===== src/rtl/dmem_arbiter_pkg.sv =====
// Shared definitions for the data-RAM arbiter: FSM state codes and grant IDs.
// Pure constants, no logic.
package dmem_arbiter_pkg;

    localparam logic [1:0] ARB_IDLE    = 2'd0;
    localparam logic [1:0] ARB_CORE_RD = 2'd1;
    localparam logic [1:0] ARB_EXT_RD  = 2'd2;

    localparam logic GNT_CORE = 1'b0;
    localparam logic GNT_EXT  = 1'b1;

endpackage


===== src/rtl/dmem_arbiter_pick2.sv =====
// Two-request grant selector producing a one-hot grant; combinational, no backpressure.
// Build option DMEM_ARB_RR_EN: round-robin on last_gnt; otherwise fixed core-first priority.
module arb_pick2
    import dmem_arbiter_pkg::*;
(
    input  logic req_core,
    input  logic req_ext,
`ifdef DMEM_ARB_RR_EN
    input  logic last_gnt,
`endif
    output logic gnt_core,
    output logic gnt_ext
);

    always_comb begin
        gnt_core = 1'b0;
        gnt_ext  = 1'b0;
        if (req_core && req_ext) begin
`ifdef DMEM_ARB_RR_EN
            // The master that was not served last wins the contention.
            if (last_gnt == GNT_EXT) begin
                gnt_core = 1'b1;
            end else begin
                gnt_ext = 1'b1;
            end
`else
            gnt_core = 1'b1;
`endif
        end else begin
            gnt_core = req_core;
            gnt_ext  = req_ext;
        end
    end

endmodule


===== src/rtl/dmem_arbiter.sv =====
// Core/ext arbiter and access sequencer for the single-port data RAM; stores 0 extra cycles, loads 1.
// Core is held via core_stall, ext via ext_ready; build option DMEM_ARB_RR_EN selects round-robin.
module dmem_arbiter
    import dmem_arbiter_pkg::*;
#(
    parameter int WIDTH = 32
) (
    input  logic             clk,
    input  logic             rst,
    input  logic             core_ce,
    input  logic             core_we,
    input  logic [WIDTH-1:0] core_addr,
    input  logic [3:0]       core_sel,
    input  logic [WIDTH-1:0] core_wdata,
    output logic [WIDTH-1:0] core_rdata,
    output logic             core_stall,
    input  logic             ext_valid,
    input  logic             ext_we,
    input  logic [WIDTH-1:0] ext_addr,
    input  logic [3:0]       ext_sel,
    input  logic [WIDTH-1:0] ext_wdata,
    output logic             ext_ready,
    output logic             ext_rvalid,
    output logic [WIDTH-1:0] ext_rdata,
    output logic             ram_ce,
    output logic             ram_we,
    output logic [WIDTH-1:0] ram_addr,
    output logic [3:0]       ram_sel,
    output logic [WIDTH-1:0] ram_wdata,
    input  logic [WIDTH-1:0] ram_rdata
);

    logic [1:0] state_q, state_d;
    logic       gnt_core, gnt_ext;
    logic       in_idle;

    assign in_idle = (state_q == ARB_IDLE);

`ifdef DMEM_ARB_RR_EN
    logic last_gnt_q, last_gnt_d;

    always_comb begin
        last_gnt_d = last_gnt_q;
        if (gnt_core) begin
            last_gnt_d = GNT_CORE;
        end else if (gnt_ext) begin
            last_gnt_d = GNT_EXT;
        end
    end

    always_ff @(posedge clk) begin
        if (rst) begin
            last_gnt_q <= GNT_EXT;
        end else begin
            last_gnt_q <= last_gnt_d;
        end
    end
`endif

    // Requests only compete in IDLE; anything arriving during a read stays pending.
    arb_pick2 u_pick (
        .req_core (core_ce & in_idle),
        .req_ext  (ext_valid & in_idle),
`ifdef DMEM_ARB_RR_EN
        .last_gnt (last_gnt_q),
`endif
        .gnt_core (gnt_core),
        .gnt_ext  (gnt_ext)
    );

    always_comb begin
        state_d    = state_q;
        ram_ce     = 1'b0;
        ram_we     = 1'b0;
        ram_addr   = '0;
        ram_sel    = '0;
        ram_wdata  = '0;
        ext_ready  = 1'b0;
        ext_rvalid = 1'b0;
        ext_rdata  = '0;
        core_rdata = '0;
        core_stall = 1'b0;
        if (!rst) begin
            case (state_q)
                ARB_IDLE: begin
                    core_stall = core_ce && !(gnt_core && core_we);
                    if (gnt_core) begin
                        ram_ce    = 1'b1;
                        ram_we    = core_we;
                        ram_addr  = core_addr;
                        ram_sel   = core_sel;
                        ram_wdata = core_wdata;
                        if (!core_we) begin
                            state_d = ARB_CORE_RD;
                        end
                    end else if (gnt_ext) begin
                        ram_ce    = 1'b1;
                        ram_we    = ext_we;
                        ram_addr  = ext_addr;
                        ram_sel   = ext_sel;
                        ram_wdata = ext_wdata;
                        ext_ready = 1'b1;
                        if (!ext_we) begin
                            state_d = ARB_EXT_RD;
                        end
                    end
                end
                ARB_CORE_RD: begin
                    // Releasing the stall retires the held core request; it is not reissued.
                    core_rdata = ram_rdata;
                    state_d    = ARB_IDLE;
                end
                ARB_EXT_RD: begin
                    ext_rvalid = 1'b1;
                    ext_rdata  = ram_rdata;
                    core_stall = core_ce;
                    state_d    = ARB_IDLE;
                end
                default: begin
                    state_d = ARB_IDLE;
                end
            endcase
        end
    end

    always_ff @(posedge clk) begin
        if (rst) begin
            state_q <= ARB_IDLE;
        end else begin
            state_q <= state_d;
        end
    end

endmodule


===== config.mk =====
export PLATFORM = sky130hd
export DESIGN_NAME = dmem_arbiter
export DESIGN_NICKNAME = d
export VERILOG_FILES = /design/src/rtl/dmem_arbiter_pkg.sv /design/src/rtl/dmem_arbiter_pick2.sv /design/src/rtl/dmem_arbiter.sv
export SDC_FILE = /design/constraint.sdc
export NUM_CORES = 1
export LEC_CHECK = 0
export BUFFER_PORTS_ARGS = -buffer_cell sky130_fd_sc_hd__buf_2
export CORE_AREA = 2 2 120 122
export DETAILED_ROUTE_END_ITERATION = 8
export DIE_AREA = 0 0 122 124
export GPL_ROUTABILITY_DRIVEN = 0
export GPL_TIMING_DRIVEN = 0
export MAX_ROUTING_LAYER = met4
export PLACE_DENSITY_LB_ADDON = 0.2
export SLEW_MARGIN = 20
export SYNTH_ARGS = -nofsm -noshare
export SYNTH_HDL_FRONTEND = slang
export SYNTH_SLANG_ARGS = --single-unit

===== constraint.sdc =====
create_clock -name clk -period 2.88 [get_ports clk]
set_input_delay 0.72 -clock clk [delete_from_list [all_inputs] [get_ports clk]]
set_output_delay 0.72 -clock clk [all_outputs]
set_load 0.01 [all_outputs]

==> insert_results.sql <==
INSERT INTO impl_metrics (metric_group, metric, value, unit) VALUES
('outcome', 'status', 'complete, no violations', ''),
('final_layout', 'final-instance-count-excl-fill', '814', ''),
('global_route', 'grt_usage', '0.139', ''),
('setup_path', 'path_buf_inv', '3', ''),
('clock_tree', 'clock_network_latency_to_the_later_pin_of_the_worst_skew_pair', '0.22', 'ns'),
('clock_tree', 'clock_path_buffers', '2', ''),
('place', 'postPlaceCellArea', '3860', 'sq um'),
('job', 'maxCapViolations', '0', ''),
('routing', 'route.detailed.wl_per_inst', '14.2', 'microns'),
('sta', 'fin_crit', '2.58', 'ns'),
('sta', 'period_share', '0.896', ''),
('power', 'power.static_leakage', '2.11', 'nW'),
('setup_path', 'worstPathCellList', 'buf_2 -> clkbuf_1 -> nand2_1 -> a21oi_2 -> buf_2', ''),
('final_layout', 'largest_register_ffs', '2', ''),
('clock_tree', 'number_of_sinks_handled_by_clock_tree_synthesis', '2', ''),
('setup_path', 'crit_path_start_kind', 'input port', ''),
('setup_path', 'timing.reg2reg.setup_slack', '1.66', 'ns'),
('synth', 'synth_sequential_area_ratio', '0.0191', ''),
('final_layout', 'drive_above_1_share', '0.620', ''),
('final_layout', 'finalInstanceArea', '3940', 'sq um'),
('routing', 'detail_route.wirelength', '11.6', 'mm'),
('floorplanning', 'initial_core_util', '0.153', ''),
('place', 'place_hpwl', '9.97', 'mm'),
('clock_tree', 'cts_made_buffers', '3', ''),
('setup_path', 'critical-path-top-cell-by-count', 'buf_2', ''),
('synth', 'synth_ff_type', 'dfxtp_1', ''),
('final_layout', 'flow.area_growth_from_synthesis', '88.2', '%'),
('power', 'power_density', '179', 'nW/um^2'),
('clock_tree', 'root_buffer', 'clkbuf_16', ''),
('clock_tree', 'clock_tree_from_tritoncts', 'done', ''),
('global_route', 'grt_overflow', '0', ''),
('worst_hold_path', 'timing.hold.worst.class', 'input port to flop', ''),
('worst_hold_path', 'holdCritStartpoint', 'ext_we', ''),
('synth', 'yosys_warnings', '0', ''),
('sta', 'aggregate_negative_setup_slack', '0', 'ns'),
('sta', 'achievable-frequency', '387', 'MHz'),
('floorplanning', 'design.die.area', '15100', 'sq um'),
('sta', 'number_of_pins_exceeding_their_max_slew_limit_in_the_final_report', '0', ''),
('setup_path', 'critical_path.slowest_cell', 'clkbuf_1', ''),
('final_layout', 'multi_input_area', '1850', 'sq um'),
('sta', 'tightest_slew', '0.516', 'ns'),
('setup_path', 'worstSetupStartpoint', 'core_ce', ''),
('floorplanning', 'floorplan.die.height', '124', 'microns'),
('setup_path', 'required', '2.16', 'ns'),
('sta', 'timing.final.setup_violations', '0', ''),
('power', 'vdd_drop_max', '0.000176', 'V'),
('sta', 'timing.clock.skew', '0.00179', 'ns'),
('clock_tree', 'clk_pin_slew', '0.03', 'ns'),
('final_layout', 'final.fill_count', '1580', ''),
('worst_hold_path', 'holdPathStages', '2', ''),
('setup_path', 'worst_path_dominant_cell_family', 'buffers and inverters', ''),
('routing', 'drt.antenna.violating_nets', '0', ''),
('sta', 'finalHoldViolCount', '0', ''),
('final_layout', 'post-route-util', '0.287', ''),
('routing', 'dr_total_vias', '3422', ''),
('routing', 'drc', '0', ''),
('setup_path', 'worstReg2RegStart', 'state_q[0]', ''),
('setup_path', 'cpPeakStageDelay', '0.45', 'ns'),
('floorplanning', 'core.rowCount', '43', ''),
('synth', 'synth.avg_cell_area', '6.52', 'sq um'),
('global_route', 'number_of_global_route_vias_before_repair', '3245', ''),
('sta', 'unrepaired_setup_endpoints_after_global_routing', 'false', ''),
('setup_path', 'end_kind', 'primary output', ''),
('synth', 'yosysUniqueCellTypes', '19', ''),
('synth', 'post_synth_instance_area', '2090', 'sq um'),
('clock_tree', 'clock_tree.htree_level_count', '1', ''),
('final_layout', 'largest_register', 'state_q', ''),
('global_route', 'grt_pass1_wl', '16.4', 'mm'),
('clock_tree', 'postCtsSetupRepairBufs', '0', ''),
('clock_tree', 'cts_resized', '0', ''),
('setup_path', 'timing_worst_setup_path_type', 'input port to primary output', '');
[cell usage after synthesis, types with 2 or more instances]
master    count  area [sq um]
clkbuf_1     25          93.8
and2_1       64           400
buf_2         3          15.0
nand3b_1     69           518
nor3b_2       2          25.0
a21oi_2      68           596
nand2_1      69           259
buf_6         7          78.8
dfxtp_1       2          40.0
nor2_1        3          11.3
[kinds of logic (layout without fill, tap and decap cells)]
| family | Yosys count | count (layout) | share of synthesized area |
|---|---|---|---|
| AO/OA/AOI/OAI | 69 | 69 | 0.287 |
| buffers and inverters | 37 | 348 | 0.0950 |
| flip-flops | 2 | 2 | 0.0191 |
| other | 0 | 2 | 0 |
| AND/OR/NAND/NOR | 213 | 213 | 0.599 |
[worst reg2reg max path: stages (launching register included)]
cell,delay [ns]
dfxtp_1,0.32
or3_1,0.37
buf_4,0.21
nor3_1,0.22
[routing by layer]
metal,vias up,track usage,wire (microns)
met3,8,0.0256,1000
met1,1537,0.150,4250
met4,0,0.0165,85
met2,175,0.271,6250
li1,1702,-,-
met5,-,-,0
[path summary, 6_finish.rpt]
path	to
max	ram_addr[26]
min	state_q[1]
max reg2reg	state_q[1]
min reg2reg	state_q[0]
[per-stage QoR]
stage                     hold WS (ns)  setup slack, ns  total power [mW]
final                            0.705            0.299             0.703
after global routing             0.732            0.167             0.759
after CTS                        0.708            0.271             0.713
after detailed placement         0.834            0.272             0.504
after global placement           0.840            0.254             0.498
after floorplan                  0.725            0.638             0.272
[cell type report]
class                   instances  share of cell area
diodes                          2             0.00127
plain buffers                  37              0.0505
clock buffers                   3              0.0191
multi-input cells             282               0.471
flip-flops and latches          2              0.0102
well taps                     180              0.0572
repair buffers                308               0.391
[power breakdown]
part | internal, mW | switching [mW]
combinational | 0.221 | 0.249
sequential | 0.0289 | 0.000895
clock | 0.176 | 0.0283
total | 0.426 | 0.278
Note: power is estimated with default switching activity, not from simulation.
